$ cat config.mk
export PLATFORM = sky130hd
export DESIGN_NAME = cmos_capture_flat
export DESIGN_NICKNAME = d
export VERILOG_FILES = /design/src/rtl/cmos_capture_pkg.sv /design/src/rtl/cmos_capture_if.sv /design/src/rtl/cmos_capture.sv /design/src/flat_wrapper.sv
export SDC_FILE = /design/constraint.sdc
export NUM_CORES = 1
export LEC_CHECK = 0
export ABC_AREA = 0
export CAP_MARGIN = 20
export CORE_MARGIN = 4
export CORE_UTILIZATION = 48
export CTS_BUF_LIST = sky130_fd_sc_hd__clkbuf_4 sky130_fd_sc_hd__clkbuf_8
export CTS_CLUSTER_DIAMETER = 100
export DETAILED_ROUTE_END_ITERATION = 16
export PLACE_DENSITY = 0.69
export SLEW_MARGIN = 20
export SYNTH_ARGS = -nofsm -noshare
export SYNTH_HDL_FRONTEND = slang
export SYNTH_SLANG_ARGS = --single-unit
$ cat constraint.sdc
create_clock -name clk -period 4.05 [get_ports clk]
set_clock_uncertainty 0.05 [all_clocks]
set_input_delay 0.405 -clock clk [delete_from_list [all_inputs] [get_ports clk]]
set_output_delay 0.405 -clock clk [all_outputs]
set_load 0.02 [all_outputs]
$ cat src/rtl/cmos_capture_pkg.sv
// Shared types and constants for the DVP camera capture block.
// CAP_TEST_PATTERN_EN selects the colour-bar table below as the pixel source.
package cmos_capture_pkg;

  localparam int CAP_H_ACTIVE    = 1280;
  localparam int CAP_V_ACTIVE    = 720;
  localparam int CAP_SKIP_FRAMES = 10;

  typedef enum logic [1:0] {
    ST_SETTLE = 2'd0,
    ST_WAIT   = 2'd1,
    ST_ACTIVE = 2'd2
  } cap_state_t;

  localparam logic [15:0] RGB_WHITE   = 16'hFFFF;
  localparam logic [15:0] RGB_YELLOW  = 16'hFFE0;
  localparam logic [15:0] RGB_CYAN    = 16'h07FF;
  localparam logic [15:0] RGB_GREEN   = 16'h07E0;
  localparam logic [15:0] RGB_MAGENTA = 16'hF81F;
  localparam logic [15:0] RGB_RED     = 16'hF800;
  localparam logic [15:0] RGB_BLUE    = 16'h001F;
  localparam logic [15:0] RGB_BLACK   = 16'h0000;

  function automatic logic [15:0] bar_colour(input logic [2:0] bar);
    case (bar)
      3'd0:    return RGB_WHITE;
      3'd1:    return RGB_YELLOW;
      3'd2:    return RGB_CYAN;
      3'd3:    return RGB_GREEN;
      3'd4:    return RGB_MAGENTA;
      3'd5:    return RGB_RED;
      3'd6:    return RGB_BLUE;
      default: return RGB_BLACK;
    endcase
  endfunction

endpackage

$ cat src/rtl/cmos_capture_if.sv
// Camera DVP bus in, RGB565 pixel stream out, plus FSM state for observation.
// Stream semantics: pixel/pixel_sop/pixel_eop are meaningful only in a cycle
// with pixel_vld=1; pixel_vld is a one-cycle strobe with no ready/backpressure,
// so the sink must take every pixel in the cycle it is offered.
interface cmos_capture_if;
  logic                           capture_en;
  logic                           cam_vsync;
  logic                           cam_href;
  logic [7:0]                     cam_data;
  logic [15:0]                    pixel;
  logic                           pixel_vld;
  logic                           pixel_sop;
  logic                           pixel_eop;
  logic                           frame_done;
  logic                           frame_err;
  cmos_capture_pkg::cap_state_t   state_dbg;

  modport slave (
    input  capture_en, cam_vsync, cam_href, cam_data,
    output pixel, pixel_vld, pixel_sop, pixel_eop, frame_done, frame_err, state_dbg
  );

  modport master (
    output capture_en, cam_vsync, cam_href, cam_data,
    input  pixel, pixel_vld, pixel_sop, pixel_eop, frame_done, frame_err, state_dbg
  );
endinterface

$ cat src/rtl/cmos_capture.sv
// DVP camera receiver: skips settle frames, packs byte pairs into RGB565,
// clips oversize lines/frames and reports per-frame errors.
// Build option CAP_TEST_PATTERN_EN replaces pixel data with colour bars.
module cmos_capture
  import cmos_capture_pkg::*;
#(
  parameter int H_ACTIVE    = CAP_H_ACTIVE,
  parameter int V_ACTIVE    = CAP_V_ACTIVE,
  parameter int SKIP_FRAMES = CAP_SKIP_FRAMES
) (
  input  logic          clk,
  input  logic          rst_n,
  cmos_capture_if.slave bus
);

  localparam logic [10:0] H_CNT    = 11'(H_ACTIVE);
  localparam logic [10:0] V_CNT    = 11'(V_ACTIVE);
  localparam logic [10:0] H_LAST   = 11'(H_ACTIVE - 1);
  localparam logic [10:0] V_LAST   = 11'(V_ACTIVE - 1);
  localparam logic [3:0]  SKIP_CNT = 4'(SKIP_FRAMES);

  cap_state_t  state_q, state_d;
  logic        vs_r_q, vs_r_d, vs_r1_q, vs_r1_d;
  logic        href_r_q, href_r_d, href_r1_q, href_r1_d;
  logic [7:0]  data_r_q, data_r_d, hi_q, hi_d;
  logic [3:0]  settle_cnt_q, settle_cnt_d;
  logic [10:0] x_cnt_q, x_cnt_d, y_cnt_q, y_cnt_d;
  logic        phase_q, phase_d, err_q, err_d;
  logic [15:0] pixel_q, pixel_d;
  logic        vld_q, vld_d, sop_q, sop_d, eop_q, eop_d;
  logic        done_q, done_d, ferr_q, ferr_d;
  logic        vs_rise, vs_fall, href_fall;

  assign vs_rise   = ~vs_r1_q & vs_r_q;
  assign vs_fall   = vs_r1_q & ~vs_r_q;
  assign href_fall = href_r1_q & ~href_r_q;

  // Next-state: input sampling, settle/wait/active sequencing, pixel packing.
  always_comb begin
    vs_r_d       = bus.cam_vsync;
    vs_r1_d      = vs_r_q;
    href_r_d     = bus.cam_href;
    href_r1_d    = href_r_q;
    data_r_d     = bus.cam_data;
    state_d      = state_q;
    settle_cnt_d = settle_cnt_q;
    x_cnt_d      = x_cnt_q;
    y_cnt_d      = y_cnt_q;
    phase_d      = phase_q;
    hi_d         = hi_q;
    err_d        = err_q;
    pixel_d      = pixel_q;
    vld_d        = 1'b0;
    sop_d        = 1'b0;
    eop_d        = 1'b0;
    done_d       = 1'b0;
    ferr_d       = ferr_q;
    case (state_q)
      ST_SETTLE: begin
        if (settle_cnt_q >= SKIP_CNT) state_d = ST_WAIT;
        else if (vs_rise)             settle_cnt_d = settle_cnt_q + 4'd1;
      end
      ST_WAIT: begin
        // capture_en only matters at the frame boundary.
        if (vs_fall && bus.capture_en) begin
          state_d = ST_ACTIVE;
          x_cnt_d = '0;
          y_cnt_d = '0;
          err_d   = 1'b0;
          phase_d = 1'b0;
        end
      end
      ST_ACTIVE: begin
        if (href_r_q) begin
          phase_d = ~phase_q;
          if (!phase_q) begin
            hi_d = data_r_q;
          end else begin
            if (x_cnt_q < H_CNT && y_cnt_q < V_CNT) begin
              vld_d = 1'b1;
`ifdef CAP_TEST_PATTERN_EN
              pixel_d = bar_colour(x_cnt_q[10:8]);
`else
              pixel_d = {hi_q, data_r_q};
`endif
              sop_d = (x_cnt_q == '0) && (y_cnt_q == '0);
              eop_d = (x_cnt_q == H_LAST) && (y_cnt_q == V_LAST);
            end else begin
              err_d = 1'b1;
            end
            // Saturate so a runaway line cannot wrap back into range.
            if (x_cnt_q != '1) x_cnt_d = x_cnt_q + 11'd1;
          end
        end else begin
          phase_d = 1'b0;
          if (href_fall) begin
            if (x_cnt_q != H_CNT || phase_q) err_d = 1'b1;
            if (x_cnt_q != '0 && y_cnt_q != '1) y_cnt_d = y_cnt_q + 11'd1;
            x_cnt_d = '0;
          end
        end
        // Frame check sees the line close above when both land together.
        if (vs_rise) begin
          done_d  = 1'b1;
          ferr_d  = err_d | (y_cnt_d != V_CNT);
          state_d = ST_WAIT;
        end
      end
      default: state_d = ST_SETTLE;
    endcase
  end

  // State and pipeline registers.
  always_ff @(posedge clk or negedge rst_n) begin
    if (!rst_n) begin
      state_q      <= ST_SETTLE;
      vs_r_q       <= 1'b0;
      vs_r1_q      <= 1'b0;
      href_r_q     <= 1'b0;
      href_r1_q    <= 1'b0;
      data_r_q     <= '0;
      hi_q         <= '0;
      settle_cnt_q <= '0;
      x_cnt_q      <= '0;
      y_cnt_q      <= '0;
      phase_q      <= 1'b0;
      err_q        <= 1'b0;
      pixel_q      <= '0;
      vld_q        <= 1'b0;
      sop_q        <= 1'b0;
      eop_q        <= 1'b0;
      done_q       <= 1'b0;
      ferr_q       <= 1'b0;
    end else begin
      state_q      <= state_d;
      vs_r_q       <= vs_r_d;
      vs_r1_q      <= vs_r1_d;
      href_r_q     <= href_r_d;
      href_r1_q    <= href_r1_d;
      data_r_q     <= data_r_d;
      hi_q         <= hi_d;
      settle_cnt_q <= settle_cnt_d;
      x_cnt_q      <= x_cnt_d;
      y_cnt_q      <= y_cnt_d;
      phase_q      <= phase_d;
      err_q        <= err_d;
      pixel_q      <= pixel_d;
      vld_q        <= vld_d;
      sop_q        <= sop_d;
      eop_q        <= eop_d;
      done_q       <= done_d;
      ferr_q       <= ferr_d;
    end
  end

  assign bus.pixel      = pixel_q;
  assign bus.pixel_vld  = vld_q;
  assign bus.pixel_sop  = sop_q;
  assign bus.pixel_eop  = eop_q;
  assign bus.frame_done = done_q;
  assign bus.frame_err  = ferr_q;
  assign bus.state_dbg  = state_q;

endmodule
$ cat src/flat_wrapper.sv
// flat-port wrapper written by rule: the top's interface ports become plain ports
module cmos_capture_flat import cmos_capture_pkg::*;
#(
  parameter int H_ACTIVE    = CAP_H_ACTIVE,
  parameter int V_ACTIVE    = CAP_V_ACTIVE,
  parameter int SKIP_FRAMES = CAP_SKIP_FRAMES
)
  (clk, rst_n, bus_capture_en, bus_cam_vsync, bus_cam_href, bus_cam_data, bus_pixel, bus_pixel_vld, bus_pixel_sop, bus_pixel_eop, bus_frame_done, bus_frame_err, bus_state_dbg);
  cmos_capture_if bus_i ();
  input  logic clk;
  input  logic rst_n;
  input wire logic [$bits(bus_i.capture_en)-1:0] bus_capture_en;
  input wire logic [$bits(bus_i.cam_vsync)-1:0] bus_cam_vsync;
  input wire logic [$bits(bus_i.cam_href)-1:0] bus_cam_href;
  input wire logic [$bits(bus_i.cam_data)-1:0] bus_cam_data;
  output wire logic [$bits(bus_i.pixel)-1:0] bus_pixel;
  output wire logic [$bits(bus_i.pixel_vld)-1:0] bus_pixel_vld;
  output wire logic [$bits(bus_i.pixel_sop)-1:0] bus_pixel_sop;
  output wire logic [$bits(bus_i.pixel_eop)-1:0] bus_pixel_eop;
  output wire logic [$bits(bus_i.frame_done)-1:0] bus_frame_done;
  output wire logic [$bits(bus_i.frame_err)-1:0] bus_frame_err;
  output wire logic [$bits(bus_i.state_dbg)-1:0] bus_state_dbg;
  assign bus_i.capture_en = bus_capture_en;
  assign bus_i.cam_vsync = bus_cam_vsync;
  assign bus_i.cam_href = bus_cam_href;
  assign bus_i.cam_data = bus_cam_data;
  assign bus_pixel = bus_i.pixel;
  assign bus_pixel_vld = bus_i.pixel_vld;
  assign bus_pixel_sop = bus_i.pixel_sop;
  assign bus_pixel_eop = bus_i.pixel_eop;
  assign bus_frame_done = bus_i.frame_done;
  assign bus_frame_err = bus_i.frame_err;
  assign bus_state_dbg = bus_i.state_dbg;
  cmos_capture #(.H_ACTIVE(H_ACTIVE), .V_ACTIVE(V_ACTIVE), .SKIP_FRAMES(SKIP_FRAMES)) u_core (.clk(clk), .rst_n(rst_n), .bus(bus_i));
endmodule
After elaboration in Yosys (flattened, before gate mapping) --
Cells that the tools add are included.
Word-level totals: bits of input ports 13, output and inout bits 23, memory bits (writable) 0, memories kept 0, register bits after elaboration 71, logic and storage cells 104, ROM bits 0, latch bits 0
Operators by class: magnitude comparators 3, add/sub/neg operators 3, reduce and logical (&&, ||, !) cells 18, shifts and indexed selects 0, div/mod/pow operators 0, muxes and demuxes 39, $mul 0, bitwise logic cells 9, eq/ne operators 14
Operators by type and width (number):
- $mux W11 | 9
- $pmux W11 S2 | 2
- $ne A11 B11 Y1 const B | 3
- $add A11 B1 Y11 const B | 2
- $logic_not A11 Y1 | 2
- $mux W1 | 22
- $eq A11 B10 Y1 const B | 1
- $eq A11 B11 Y1 const B | 1
- $lt A11 B10 Y1 const B | 1
- $lt A11 B11 Y1 const B | 1
- $ne A11 B10 Y1 const B | 1
- $reduce_bool A11 Y1 | 1
- $reduce_and A3 Y1 | 3
- $mux W2 | 3
- $ne A2 B1 Y1 const B | 3
- $ne A3 B3 Y1 const B | 2
- $pmux W2 S3 | 1
- $logic_and A1 B1 Y1 | 5
- $not A1 Y1 | 5
- $reduce_and A5 Y1 | 1
- $add A4 B1 Y4 const B | 1
- $ge A4 B4 Y1 const B | 1
- $pmux W1 S2 | 2
- $reduce_and A2 Y1 | 2
- 9 further kinds | 11

Logic depth before layout (Yosys ltp) --
Gate-level depths: netlist (run 1).
word-level depth 8, gate-level depth with buffers 8, depth with buffers taken out 7

Least setup slack after synthesis (run 1) --
OpenSTA, ideal clock, no wires.
kind reg-to-reg, start reg u_core.state_q[0] (netlist: u_core.bus.state_dbg[0]), end reg u_core.pixel_q[10] (netlist: u_core.bus.pixel[10]), required time 3.875 ns, arrival time 2.106 ns, period minus slack after synthesis 2.280 ns, buffers on the path 3, library setup time 0.125 ns, setup slack 1.770 ns, cell stages (with the launch flop) 9, cell sequence dfrtp_1 inv_1 ha_1 clkbuf_1 and2_1 clkbuf_1 nand3_1 buf_2 mux2_2
Between the ends: longest elaborated chain between the ends 2
RTL lines:
- start: declaration | line cmos_capture.sv:22 | cap_state_t state_q, state_d;
- start signal: assignment | line cmos_capture.sv:135 | state_q <= state_d;
- $eq A2 B2 Y1 | line cmos_capture.sv:58 | case (state_q)
- $reduce_and A4 Y1 (no source line)
- end signal: assignment | line cmos_capture.sv:147 | pixel_q <= pixel_d;
- end: declaration | line cmos_capture.sv:29 | logic [15:0] pixel_q, pixel_d;
No other way between the ends. A chain may end at the register's enable or synchronous reset.

Final worst setup path (run 1) --
start reg u_core.state_q[0] (netlist: u_core.bus.state_dbg[0]), end reg u_core.eop_q (netlist: u_core.bus.pixel_eop)
Between the ends: longest elaborated chain between the ends 2
RTL lines:
- $eq A2 B2 Y1 | line cmos_capture.sv:58
- $mux W1 | line cmos_capture.sv:58
- named net u_core.eop_d | line cmos_capture.sv:30 | logic vld_q, vld_d, sop_q, sop_d, eop_q, eop_d;
- end signal: assignment | line cmos_capture.sv:150 | eop_q <= eop_d;
- end: declaration | line cmos_capture.sv:30
The timed path passes the listed nets, and every way through them passes these cells.

==> results.yml, run 1 <==
power:
  power_w: 0.00218
  p_per_area_nw_per_um2: 545
  leakagePower_nw: 1.73
  ir_drop_mv: 0.323
timing:
  setup_viol: 0
  period_minus_slack_ns: 2.70
  hold_viol_final: 12
  slew_headroom_pct: 41.7
  fmax_ghz: 0.371
  finalCritPeriodShare_pct: 66.6
  drv_slew: 0
  hold_slack_ns: -0.0110
  worst_pin_slew_ns: 0.872
  rsz0062_at_grt: "false"
  fin_setup_tns_ns: 0
worst_setup_path:
  path_delay_family: "simple AND/OR/NAND/NOR gates"
  slowest_stage: "nand3_1"
  crit_buf_inv: 1
  path_cells: "inv_1, ha_1, and2_1, nand3_1, nand3b_1, nor4_1"
  cp_data_required_time_ns: 4.25
  endpoint_kind: "flop"
  path_class: "reg -> reg"
  start_kind: "flop"
  max_stage_delay_ns: 0.65
  worst_ep_arrival_time_ns: 2.90
  crit_fanout: 18
logic_synthesis:
  ys_warn_count: 0
  synth_simple_gate_area_share_pct: 15.5
  synthCells: 312
  synth_top_family_by_area: "simple AND/OR/NAND/NOR gates"
  synth-compound-area-share_pct: 14.7
  synth_top_cell_by_area: "dfrtp_1"
  muxShareOfSynthArea_pct: 9.26
  synthXorXnorAreaFrac_pct: 0.777
  synth.area.top_cells: "dfrtp_1 (53%), mux2_2 (8.7%), ha_1 (4.1%)"
  synth_nets: 336
  synth_fa_ha_area_share_pct: 4.07
  synth_top_flop_cell: "dfrtp_1"
  ys_seq_area_share_pct: 52.6
  ys_types: 51
  synth-seq-cells: 71
  syn_area_per_cell_um2: 10.8
  synth_top_cell_area_share_pct: 52.6
  syn-cell-area_um2: 3380
  synth_edf_count: 0
  ys_async_sr_fraction_pct: 100
hold_path:
  hp-class: "in -> async"
placement:
  finalWeightedCongestion: 0.867
  post-dp-hpwl_um: 4840
  portBuffers: 35
die:
  start_util_pct: 49.5
  ios: 36
  die_y_um: 91.9
  die_w_um: 91.9
  rows: 30
  die_area_um2: 8450
  core_um2: 6830
cells_and_area:
  diodes: 0
  post_route_cells_drive_above_1_share_pct: 13.7
  regArea_um2: 1780
  nets: 370
  multi_input_area_um2: 1500
  final_cell_mix: "dfrtp_1 (71), clkdlybuf4s50_1 (34), nand2_1 (27), mux2_2 (26), o21ai_0 (24)"
  syn2layout_area_growth_pct: 18.5
  fillers: 581
  layout_commonest_cell: "dfrtp_1"
  final_util_pct: 58.6
outcome:
  violations: "hold timing"
  status: "finished with violations"
clocking:
  cts_max_level: 3
  postCtsSetupRepairBufs: 0
  cts_buffer_depth: 2
  numClockSinks: 71
  cts_made_buffers: 9
  cts_tree: "yes"
  path_clk_slew_ns: 0.08
  cts-hold-fix-buffers: 0
  clk_root_buffer_cell: "clkbuf_8"
  cts_resized: 0
  clk_latency_ns: 0.35
drt:
  wl_um: 6960
  drc: 0
  wl_per_cell_um: 15.6
  drtIter0Drc: 167
  drtPass1Iterations: 4
  viasPerCell: 5.59
  ant_nets: 0
  vias: 2498
grt:
  gr-total-overflow: 0
  grt_max_degree: 44
  grt_pass1_wl_um: 12000
  grt_pass1_vias: 2514
  grtUsageTotal_pct: 17.9
  antenna_found_initial: 0
run:
  cap_violations: 0
==> registers in the layout, indices dropped and copies added (netlist names), 2 cells and up <==
name,count
u_core.bus.pixel,16
u_core.x_cnt_q,11
u_core.y_cnt_q,11
u_core.data_r_q,8
u_core.hi_q,8
u_core.settle_cnt_q,4
u_core.bus.state_dbg,2
==> cell type report <==
type	instances	share of cell area, %
Clock buffer	9	3.09
Clock inverter	7	2.12
Inverter	11	1.03
Multi-Input combinational cell	216	37.3
Sequential cell	71	44.4
Tap cell	96	3.00
Timing Repair Buffer	37	9.06
==> cells in the mapped netlist (3+ instances only) <==
cell type,count
o31ai_1,8
nand3_1,11
xnor2_1,3
ha_1,11
nand2b_1,7
clkbuf_1,8
nor2_1,16
and3_1,4
inv_1,11
mux2_2,26
o21ai_0,24
buf_2,5
nor3_1,3
nand4_1,4
a21oi_1,10
a41oi_1,3
a31oi_1,10
nor4_1,4
and2_1,7
dfrtp_1,71
nand2_1,27
==> logic make-up after synthesis <==
family	Yosys count
fa+ha+maj	11
simple gates	99
compound gates	75
xor+xnor	3
mux	28
buf+inv	25
flops	71
==> power by group <==
| group | internal (W) | switching (W) | leakage (nW) | total, W |
|---|---|---|---|---|
| sequential | 0.000840 | 0.000101 | 0.926 | 0.000941 |
| combinational | 0.000296 | 0.000345 | 0.694 | 0.000641 |
| clock | 0.000298 | 0.000301 | 0.107 | 0.000600 |
| total | 0.00143 | 0.000747 | 1.73 | 0.00218 |
==> worst paths after layout <==
| path | startpoint | endpoint | slack (ns) | cells past startpoint |
|---|---|---|---|---|
| worst max-delay path | u_core.bus.state_dbg[0]$_DFFE_PN0P_ | u_core.bus.pixel_eop$_DFF_PN0_ | 1.35 | 6 |
| worst min-delay path | rst_n | u_core.bus.frame_done$_DFF_PN0_ | -0.01 | 1 |
| worst max register to register | u_core.bus.state_dbg[0]$_DFFE_PN0P_ | u_core.bus.pixel_eop$_DFF_PN0_ | 1.35 | 6 |
| worst min register to register | u_core.vs_r1_d$_DFF_PN0_ | u_core.vs_r1_q$_DFF_PN0_ | 0.38 | 0 |
| max in group asynchronous | rst_n | u_core.bus.pixel[2]$_DFFE_PN0P_ | 3.19 | 2 |
| min in group clk | u_core.vs_r1_d$_DFF_PN0_ | u_core.vs_r1_q$_DFF_PN0_ | 0.38 | 0 |
==> routing by layer <==
metal / GRT usage, % / share of wire (%) / vias to the layer above
li1: - / - / 1212
met1: 23.9 / 48 / 1206
met2: 28.3 / 45 / 68
met3: 4.68 / 5.0 / 12
met4: 6.44 / 1.6 / 0
met5: 0 / 0 / -
==> through the flow <==
stage                     std cells  instance area (um^2)  worst slack (ns)
after detailed placement        431                  3790              1.31
after floorplan                 312                  3380              1.77
final                           447                  4010              1.35
after CTS                       447                  4000              1.29
after global placement          431                  3790              1.44
after global routing            447                  4010              1.08
Note: power is estimated with default switching activity, not from simulation.
==> inputs of run 2 (changes only) <==
clock period = 2.8 ns   (was 4.05 ns; I/O delays follow)
==> run 2 against run 1 <==
The flow now finishes without violations. Largest power group unchanged. Register-to-register slack got worse by 0.88 ns. Flip-flop and latch count unchanged. Die area unchanged. Combinational power up 44%. Critical path depth is 1 higher. Global-route usage decreased by 0.33 points. Count of clock-buffer cells in the layout stayed put. Wire length down 1.5%. Critical path type unchanged.
==> results.yml, run 2 (synthesis results as in run 1) <==
clocking:
  cts_made_buffers: 9
  cts_tree: "yes"
  cts_resized: 0
  cts_max_level: 3
  numClockSinks: 71
  path_clk_slew_ns: 0.09
  clk_root_buffer_cell: "clkbuf_8"
  clk_latency_ns: 0.35
  cts_buffer_depth: 2
timing:
  fmax_ghz: 0.429
  fin_ws_ns: 0.469
  setup_viol: 0
  drv_slew: 0
  rsz0062_at_grt: "false"
  fin_setup_tns_ns: 0
  finalCritPeriodShare_pct: 83.3
  slew_headroom_pct: 52.6
  hold_viol_final: 0
  worst_pin_slew_ns: 0.706
  period_minus_slack_ns: 2.33
  hold_slack_ns: 0.307
drt:
  wl_um: 6850
  drtPass1Iterations: 4
  drtIter0Drc: 182
  vias: 2496
  wl_per_cell_um: 15.3
  ant_nets: 0
  viasPerCell: 5.56
  drc: 0
worst_setup_path:
  start_kind: "flop"
  cpMostUsedCell: "inv_1"
  slowest_stage: "nor3_1"
  path_cells: "inv_1, ha_1, inv_1, a21o_1, nor3_1, a41oi_1, a31oi_1"
  path_class: "reg -> reg"
  cp_data_required_time_ns: 3.02
  rr_worst_depth: 7
  endpoint_kind: "flop"
  crit_fanout: 9
  max_stage_delay_ns: 0.56
  worst_ep_arrival_time_ns: 2.56
die:
  die_w_um: 91.9
  core_um2: 6830
  rows: 30
  ios: 36
  start_util_pct: 49.5
  die_area_um2: 8450
  die_y_um: 91.9
grt:
  gr-total-overflow: 0
  grt_max_degree: 72
  grt_pass1_wl_um: 11900
  grtUsageTotal_pct: 17.6
  antenna_found_initial: 0
  grt_pass1_vias: 2471
cells_and_area:
  post_route_cells_drive_above_1_share_pct: 13.9
  layout_commonest_cell: "dfrtp_1"
  fillers: 591
  multi_input_area_um2: 1500
  nets: 372
  syn2layout_area_growth_pct: 19.1
  final_cell_mix: "dfrtp_1 (71), clkdlybuf4s50_1 (34), nand2_1 (27), mux2_2 (26), o21ai_0 (24)"
  diodes: 0
  regArea_um2: 1780
  largest_reg_flops: 16
power:
  p_per_area_nw_per_um2: 775
  leakagePower_nw: 1.74
  ir_drop_mv: 0.436
placement:
  portBuffers: 35
  finalWeightedCongestion: 0.874
  post-dp-hpwl_um: 4710
  post-place-ws_ns: 0.518
hold_path:
  hp-class: "in -> reg"
  hold_path_depth: 1
outcome:
  status: "finished clean"
run:
  cap_violations: 0
[run 2: metrics by stage]
| stage | cells | util [%] | power, W | instance area [um^2] |
|---|---|---|---|---|
| after floorplan | 312 | - | 0.00195 | 3380 |
| after global placement | 432 | 55.8 | 0.00228 | 3810 |
| after detailed placement | 432 | 55.8 | 0.00230 | 3810 |
| after CTS | 449 | 58.9 | 0.00315 | 4030 |
| after global routing | 449 | 58.9 | 0.00332 | 4030 |
| final | 449 | 58.9 | 0.00312 | 4030 |
[run 2: area by class of cell]
| cell class | count | area share [%] |
|---|---|---|
| clock buffers | 9 | 3.08 |
| inverters | 11 | 1.03 |
| clock inverters | 7 | 1.96 |
| multi-input cells | 216 | 37.1 |
| flip-flops and latches | 71 | 44.1 |
| repair buffers | 39 | 9.70 |
| well taps | 96 | 2.98 |
[run 2: path summary, 6_finish.rpt]
check,endpoint,slack (ns),start
worst min register to register,u_core.vs_r1_q$_DFF_PN0_,0.38,u_core.vs_r1_d$_DFF_PN0_
min in group asynchronous,u_core.y_cnt_q[10]$_DFFE_PN0P_,0.45,rst_n
worst max-delay path,u_core.y_cnt_q[3]$_DFFE_PN0P_,0.47,u_core.bus.state_dbg[0]$_DFFE_PN0P_
max in group asynchronous,u_core.data_r_q[6]$_DFF_PN0_,1.97,rst_n
worst min-delay path,u_core.data_r_q[2]$_DFF_PN0_,0.31,bus_cam_data[2]
worst max register to register,u_core.y_cnt_q[3]$_DFFE_PN0P_,0.47,u_core.bus.state_dbg[0]$_DFFE_PN0P_
[run 2: routing by layer]
metal	vias up	routed length (um)	GRT usage [%]
met3	10	406	4.59
met5	-	0	0
met4	0	95	6.68
met2	72	3230	27.3
li1	1209	-	-
met1	1205	3120	23.7
[run 2: repair_timing]
item,in CTS,in global routing
hold endpoints to repair,71,0
buffers inserted,0,0
hold buffers,1,0
[run 2: critical path, delay by kind of cell (launching register included)]
family / cells / cell delay [ns]
buffers and inverters: 2 / 0.27
adders and majority gates: 1 / 0.33
DFF: 1 / 0.45
and+or+nand+nor: 1 / 0.56
AOI/OAI and AO/OA: 3 / 0.59
[run 2: power by group]
| part | internal [W] | total, W | switching, W |
|---|---|---|---|
| clock | 0.000422 | 0.000841 | 0.000419 |
| sequential | 0.00122 | 0.00136 | 0.000145 |
| combinational | 0.000430 | 0.000920 | 0.000490 |
| total | 0.00207 | 0.00312 | 0.00105 |
